`src/rtl/conv_pkg.sv`:
```
// Shared types and constants for the convolution engine's X-vector input path.
// Vector length, sample width, index helpers and the per-bank fill state.
package conv_pkg;

  localparam int unsigned N     = 20;
  localparam int unsigned W     = 20;
  localparam int unsigned IDX_W = $clog2(N);

  typedef logic signed [W-1:0] sample_t;
  typedef logic                bank_sel_t;
  typedef logic [IDX_W-1:0]    idx_t;

  typedef enum logic {
    BankEmpty = 1'b0,
    BankFull  = 1'b1
  } bank_state_t;

  localparam idx_t IDX_LAST = idx_t'(N - 1);

  // Wrap is an explicit compare against N-1 because N need not be a power of two.
  function automatic idx_t idx_next(input idx_t i);
    return (i == IDX_LAST) ? '0 : idx_t'(i + idx_t'(1));
  endfunction

endpackage

```
`src/rtl/xvec_bank.sv`:
```
// One N-sample buffer bank: synchronous write port, asynchronous read port.
// Contents are cleared on reset so a discarded partial vector never leaks out.
module xvec_bank
  import conv_pkg::*;
(
  input  logic    clk,
  input  logic    reset,
  input  logic    i_we,
  input  idx_t    i_waddr,
  input  sample_t i_wdata,
  input  idx_t    i_raddr,
  output sample_t o_rdata
);

  sample_t r_mem [N];

  always_ff @(posedge clk or negedge reset) begin
    if (!reset) begin
      for (int i = 0; i < int'(N); i++) begin
        r_mem[i] <= '0;
      end
    end else if (i_we) begin
      r_mem[i_waddr] <= i_wdata;
    end
  end

  assign o_rdata = r_mem[i_raddr];

endmodule

```
`src/rtl/xvec_stream_tx.sv`:
```
// Ping-pong buffered transmitter: loads samples into one bank while streaming the
// other to the convolver's X port through a single registered valid/ready stage.
module xvec_stream_tx
  import conv_pkg::*;
(
  input  logic        clk,
  input  logic        reset,
  input  sample_t     s_data_in,
  input  logic        s_valid,
  output logic        s_ready,
  output sample_t     m_data_out_x,
  output logic        m_valid_x,
  input  logic        m_ready_x,
  output logic        m_last_x,
  output logic [15:0] vec_sent
);

  bank_state_t r_bank_st [2];
  bank_state_t w_bank_st_nxt [2];
  bank_sel_t   r_wr_bank;
  bank_sel_t   r_rd_bank;
  idx_t        r_wr_idx;
  idx_t        r_rd_idx;
  sample_t     r_data;
  logic        r_valid;
  logic        r_last;
  logic [15:0] r_vec_sent;

  logic        w_wr_fire;
  logic        w_wr_done;
  logic        w_stage_en;
  logic        w_rd_fire;
  logic        w_rd_done;
  logic [1:0]  w_bank_we;
  sample_t     w_bank_rdata [2];

  // s_ready comes only from registered flags, never from s_valid.
  assign s_ready    = (r_bank_st[r_wr_bank] == BankEmpty);
  assign w_wr_fire  = s_valid && s_ready;
  assign w_wr_done  = w_wr_fire && (r_wr_idx == IDX_LAST);
  assign w_stage_en = !r_valid || m_ready_x;
  assign w_rd_fire  = w_stage_en && (r_bank_st[r_rd_bank] == BankFull);
  assign w_rd_done  = w_rd_fire && (r_rd_idx == IDX_LAST);

  for (genvar b = 0; b < 2; b++) begin : g_bank
    assign w_bank_we[b] = w_wr_fire && (r_wr_bank == bank_sel_t'(b));

    xvec_bank u_bank (
      .clk     (clk),
      .reset   (reset),
      .i_we    (w_bank_we[b]),
      .i_waddr (r_wr_idx),
      .i_wdata (s_data_in),
      .i_raddr (r_rd_idx),
      .o_rdata (w_bank_rdata[b])
    );
  end

  // Set and clear always target different banks, so both may apply on one edge.
  always_comb begin
    w_bank_st_nxt = r_bank_st;
    if (w_wr_done) begin
      w_bank_st_nxt[r_wr_bank] = BankFull;
    end
    if (w_rd_done) begin
      w_bank_st_nxt[r_rd_bank] = BankEmpty;
    end
  end

  always_ff @(posedge clk or negedge reset) begin
    if (!reset) begin
      r_bank_st[0] <= BankEmpty;
      r_bank_st[1] <= BankEmpty;
    end else begin
      r_bank_st <= w_bank_st_nxt;
    end
  end

  always_ff @(posedge clk or negedge reset) begin
    if (!reset) begin
      r_wr_bank <= 1'b0;
      r_wr_idx  <= '0;
    end else if (w_wr_fire) begin
      r_wr_idx <= idx_next(r_wr_idx);
      if (w_wr_done) begin
        r_wr_bank <= ~r_wr_bank;
      end
    end
  end

  always_ff @(posedge clk or negedge reset) begin
    if (!reset) begin
      r_rd_bank <= 1'b0;
      r_rd_idx  <= '0;
      r_data    <= '0;
      r_valid   <= 1'b0;
      r_last    <= 1'b0;
    end else if (w_rd_fire) begin
      r_data   <= w_bank_rdata[r_rd_bank];
      r_last   <= (r_rd_idx == IDX_LAST);
      r_valid  <= 1'b1;
      r_rd_idx <= idx_next(r_rd_idx);
      if (w_rd_done) begin
        r_rd_bank <= ~r_rd_bank;
      end
    end else if (w_stage_en) begin
      r_valid <= 1'b0;
    end
  end

  always_ff @(posedge clk or negedge reset) begin
    if (!reset) begin
      r_vec_sent <= '0;
    end else if (r_valid && m_ready_x && r_last) begin
      r_vec_sent <= r_vec_sent + 16'd1;
    end
  end

  assign m_data_out_x = r_data;
  assign m_valid_x    = r_valid;
  assign m_last_x     = r_last;
  assign vec_sent     = r_vec_sent;

endmodule
```
`config.mk`:
```
export PLATFORM = sky130hd
export DESIGN_NAME = xvec_stream_tx
export DESIGN_NICKNAME = d
export VERILOG_FILES = /design/src/rtl/conv_pkg.sv /design/src/rtl/xvec_bank.sv /design/src/rtl/xvec_stream_tx.sv
export SDC_FILE = /design/constraint.sdc
export NUM_CORES = 1
export LEC_CHECK = 0
export BUFFER_PORTS_ARGS = -buffer_cell sky130_fd_sc_hd__buf_2
export CAP_MARGIN = 20
export CORE_UTILIZATION = 30
export DETAILED_ROUTE_END_ITERATION = 10
export PLACE_DENSITY = 0.47
export SETUP_SLACK_MARGIN = 0.2
export SYNTH_ARGS = -nofsm -noshare
export SYNTH_HDL_FRONTEND = slang
export SYNTH_HIERARCHICAL = 1
export SYNTH_SLANG_ARGS = --single-unit
```
`constraint.sdc`:
```
create_clock -name clk -period 2.5 [get_ports clk]
set_clock_uncertainty 0.2 [all_clocks]
set_input_delay 0.125 -clock clk [delete_from_list [all_inputs] [get_ports clk]]
set_output_delay 0.125 -clock clk [all_outputs]
set_load 0.005 [all_outputs]
```
Word level (Yosys, flattened, before mapping) --
Cells that the tools add are included.
Storage, ports and cells: logic and storage cells 117, register bits after elaboration 852, output and inout port bits 39, input port bits 24
Cells by class: reductions and logical operators 16, add/sub/neg operators 3, equal/unequal tests 2, order comparisons 7, muxes and demuxes 29, bitwise operators 10
Operators by type and width (count):
- $bwmux 400 | 2
- $bmux 20 s5 | 2
- $mux 20 | 8
- $demux 20 s5 | 1
- $add 16x1->16 const B | 1
- $ge 6x6->1 const B | 2
- $not 5->6 | 2
- $logic_and 1x1->1 | 11
- $add 5x1->5 const B | 2
- $eq 5x5->1 const B | 2
- $mux 1 | 10
- $mux 5 | 2
- $lt 6x1->1 const B | 1
- $ge 2x2->1 const B | 2
- $lt 2x1->1 const B | 2
- $mux 2 | 2
- $not 1->2 | 2
- $reduce_and 2->1 | 2
- $not 1->1 | 3
- $and 2x2->2 | 1
- $demux 1 s1 | 2
- $not 2->2 | 1
- $or 2x2->2 | 1
- $reduce_bool 2->1 | 1
- other kinds (2) | 2

Depth between registers and ports, before layout --
word-level depth 10, depth in mapped cells 10, gate-level depth less buffers 6

By module --
Netlist, hierarchy kept.
By module, submodules not included:
- xvec_bank | seq. area each 10009.6 um^2, cells an instance 1219, area each 18363.9 um^2, times used 2
- xvec_stream_tx | seq. area each 1301.2 um^2, cells an instance 215, area each 2381.0 um^2, times used 1

Least setup slack after synthesis --
OpenSTA, ideal clock, no wires.
kind reg2reg, start point reg r_wr_bank, end point reg g_bank[0].u_bank/r_mem[120] (netlist bit), path buffers 2, required time 2175 ps, path slack 373 ps, cell stages (with the launch flop) 8, clock period less this slack 2127 ps, arrival time 1802 ps, library setup time 125 ps, cell sequence dfrtp_1 clkbuf_1 nor3b_1 and3b_1 inv_1 nor2_1 buf_4 mux2_2
Between the ends: word-level cells in the longest chain between the ends 7, elaborated cells on any way between the ends 8, classes of those cells mux (3); bitwise (3); reduce/logical (2)
Ends and longest elaborated chain:
- start: declaration | RTL line xvec_stream_tx.sv:20 | bank_sel_t r_wr_bank;
- start signal: assignment | RTL line xvec_stream_tx.sv:86 | r_wr_bank <= ~r_wr_bank;
- $not 1->2 (not written as such) | RTL line xvec_stream_tx.sv:38 | assign s_ready = (r_bank_st[r_wr_bank] == BankEmpty);
- $mux 1 (not written as such) (3 in series) | RTL line xvec_stream_tx.sv:38
- $not 1->1 | RTL line xvec_stream_tx.sv:38
- $logic_and 1x1->1 | RTL line xvec_stream_tx.sv:39 | assign w_wr_fire = s_valid && s_ready;
- $logic_and 1x1->1 (*) | RTL line xvec_stream_tx.sv:46 | assign w_bank_we[b] = w_wr_fire && (r_wr_bank == bank_sel_t'(b));
- via w_bank_we[0] | RTL line xvec_stream_tx.sv:34 | logic [1:0] w_bank_we;
- end signal: indexed assignment | RTL line xvec_bank.sv:23 | r_mem[i_waddr] <= i_wdata;
- end: declaration | RTL line xvec_bank.sv:15 | sample_t r_mem [N];
Mark *: on every way through the listed nets, which the timed path passes. The rest lies on a longest branch. The select of a mux whose other input is x is not followed. A chain may end at the register's enable or synchronous reset.

==> results.yml <==
run_status:
  status: "complete, but fails checks"
  violations: "design-rule violations, negative setup slack"
drt:
  wl_microns: 116000
  ant_nets: 0
  vias: 23300
  post_drt_wl_per_cell_microns: 25.0
  drtIter0Drc: 1137
  viasPerCell: 5.00
  drc: 2
  drtPass1Iterations: 8
yosys:
  synth.largest_area_cell: "dfrtp_1"
  ys_ff_latch: 852
  synth.most_common_cell: "dfrtp_1"
  ys_top_cells_by_count: "852 x dfrtp_1, 800 x mux2_2, 222 x mux2i_1, 121 x clkbuf_1, 108 x mux4_2"
  netlist_top_cells_area: "dfrtp_1 55%, mux2_2 23%, mux4_2 6.2%"
  synth_fp_nets: 2680
  synth_edf_count: 0
  netlist_area_sq_mm: 0.0391
  yosys_warnings: 6
  syn_inst: 2653
  synth_seq_area_share: 0.545
  avgSynthCellArea_sq_um: 14.7
  synthFlopType: "dfrtp_1"
  synth.distinct_cells: 43
  ys_async_sr_fraction: 1.00
  synth_top_area_share: 0.545
pwr:
  p_int_mw: 23.1
  swShare: 0.219
  combPwrFrac: 0.025
  p_switching_mw: 6.49
  peakVddDrop_uv: 518
  power_leakage_nw: 23.6
  pwr-share-seq: 0.466
  p_per_area_mw_per_mm2: 629
  p_clk_frac: 0.509
placed_design:
  place_hpwl_microns: 73300
  placed_cell_area_sq_mm: 0.0428
  gp_congestion: 0.792
  numPortBuffers: 62
grt:
  globalRouteOverflowTotal: 0
  grt_first_pass_wirelength_microns: 173000
  track_usage: 0.177
  antenna_found_initial: 10
  first_global_vias: 25400
  grt_max_degree: 66
timing:
  rsz0062_at_grt: "yes"
  setup_violations: 17
  fin_crit_ns: 2.62
  worst_pin_slew_ns: 1.01
  fin_ws_ns: -0.122
  hold_viol_final: 0
  max_freq_mhz: 381
  report.final.slew_viol_count: 0
  period_share: 1.05
  slew_headroom: 0.327
critical_path:
  crit_fanout: 8
  required_ns: 2.88
  critPathArrivalTime_ns: 3.00
  crit_type: "reg -> reg"
  start_kind: "register"
  r2r_cells: 8
  endpoint_kind: "register"
clocking:
  clockBufferDepth: 3
  clkTransAtPathRegs_ns: 0.06
  cts_tree: "done"
  cts_buffers: 99
  htreeDepth: 3
  cts_root_buf: "clkbuf_16"
  cts_sinks: 852
  clk-insertion-delay-late_ns: 0.67
die:
  num_rows: 132
  initial_core_util: 0.302
  die-area_sq_mm: 0.132
  coreArea_sq_mm: 0.129
  io_pins: 63
  die_h_microns: 363
  die_x_microns: 363
cells_and_area:
  nNetsFinal: 2859
  fin_area_sq_mm: 0.0471
  drive_above_1_share: 0.499
  syn2layout_area_growth_pct: 20.5
  postLayoutCoreUtil: 0.364
job:
  cap_violations: 0
hold_path:
  whs_path_depth: 3
  min_path_type: "in -> reg"
-- repair_timing --
| action | 4_1_cts | 5_1_grt |
|---|---|---|
| gates cloned | 2 | 3 |
| endpoints found under the setup margin | 66 | 324 |
| buffers inserted | 25 | 10 |
| pin swaps | 26 | 29 |
| hold endpoints to repair | 934 | 0 |
| gates resized for setup | 50 | 35 |
| hold buffers | 13 | 0 |
-- sequential cells by signal (all words and copies together), names as in the netlist --
register	cells
r_wr_bank	1
m_last_x	1
r_wr_idx	5
r_rd_idx	5
r_rd_bank	1
m_valid_x	1
m_data_out_x	20
r_bank_st	2
vec_sent	16
g_bank.u_bank/r_mem	800
-- worst paths after layout --
kind,startpoint,end,slack (ns)
worst max-delay path,r_rd_idx[0],m_data_out_x[13],-0.12
worst min-delay path,s_data_in[7],g_bank[0].u_bank/r_mem[387],0.03
worst max register to register,r_rd_idx[0],m_data_out_x[13],-0.12
worst min register to register,vec_sent[15],vec_sent[15],0.27
max in group asynchronous,reset,g_bank[1].u_bank/r_mem[253],1.33
min in group asynchronous,reset,g_bank[1].u_bank/r_mem[167],0.16
-- cells by family after synthesis --
family,count (synthesis),synth area share
DFF,852,0.545
and+or+nand+nor,230,0.0294
xor gates and xnor gates,22,0.00493
adders and majority gates,3,0.000960
buffers and inverters,254,0.0346
AOI/OAI and AO/OA,147,0.0267
muxes,1145,0.358
-- metal layers --
layer  GRT usage  up-vias  wire, microns
met3      0.0214      136           3300
li1            -    10100              -
met1       0.245    12700          54500
met5           0        -             27
met2       0.295      332          56100
met4      0.0451        4           2330
-- placed cells by master (no fill, tap or decap), types with 4 or more instances in the layout --
master / synthesis / routed
nor2_1: 35 / 29
clkinv_2: 0 / 22
nand3_2: 0 / 9
mux4_2: 108 / 111
dlygate4sd3_1: 0 / 12
bufinv_16: 0 / 10
o211ai_1: 40 / 40
mux2i_1: 222 / 211
mux4_1: 12 / 9
a21oi_1: 22 / 22
xnor2_1: 11 / 10
nor3b_1: 11 / 7
a22oi_1: 81 / 76
buf_8: 6 / 4
dfrtp_1: 852 / 844
a22oi_2: 0 / 5
xor2_1: 11 / 11
nor2_2: 0 / 6
clkbuf_1: 121 / 17
mux2i_4: 0 / 5
mux2i_2: 0 / 6
mux2_2: 800 / 800
clkbuf_16: 0 / 103
buf_4: 13 / 156
buf_6: 14 / 18
and3_1: 6 / 6
nand2_1: 86 / 83
inv_1: 5 / 5
buf_2: 89 / 61
nor3b_2: 0 / 4
buf_12: 4 / 64
nor2b_1: 10 / 8
clkbuf_8: 0 / 26
nand3_1: 52 / 42
dfrtp_2: 0 / 5
nor3_1: 7 / 5
buf_16: 0 / 10
-- layout make-up --
| type | instances | area [sq um] |
|---|---|---|
| clock buffers | 144 | 2950 |
| flip-flops and latches | 852 | 21300 |
| diodes | 2 | 5.00 |
| clock inverters | 38 | 478 |
| well taps | 1742 | 2180 |
| repair buffers | 327 | 3470 |
| multi-input cells | 1547 | 16700 |
| fillers | 12300 | 82400 |
| inverters | 5 | 18.8 |
-- worst max-delay path, stage by stage (launching register included) --
cell and delay, ns:
dfrtp_4 0.50, buf_12 0.16, buf_12 0.13, buf_12 0.14
mux4_2 0.33, mux2i_1 0.09, o211ai_1 0.59, mux2i_1 0.19
a21oi_1 0.19
-- power groups by stage --
stage | clock [mW] | combinational, mW | sequential (mW)
finish | 15.1 | 0.736 | 13.8
detailed placement | 0 | 0.740 | 14.1
global route | 16.1 | 0.823 | 13.8
global placement | 0 | 0.710 | 14.1
floorplan | 0 | 0.154 | 14.1
CTS | 15.5 | 0.767 | 13.8
-- through the flow --
step / setup TNS [ns] / power [mW] / instances / setup slack, ns / hold slack [ns]
3_3_place_gp: -1.44 / 14.8 / 4420 / -0.312 / -0.0274
4_1_cts: -1.50 / 30.1 / 4642 / -0.139 / 0.00503
2_1_floorplan: 0 / 14.2 / 2653 / 0.373 / -0.371
5_1_grt: -2.50 / 30.7 / 4655 / -0.202 / 0.0400
3_5_place_dp: -1.42 / 14.8 / 4420 / -0.340 / -0.0252
6_report: -1.26 / 29.6 / 4657 / -0.122 / 0.0269
Power figures use the tool's default switching activity.
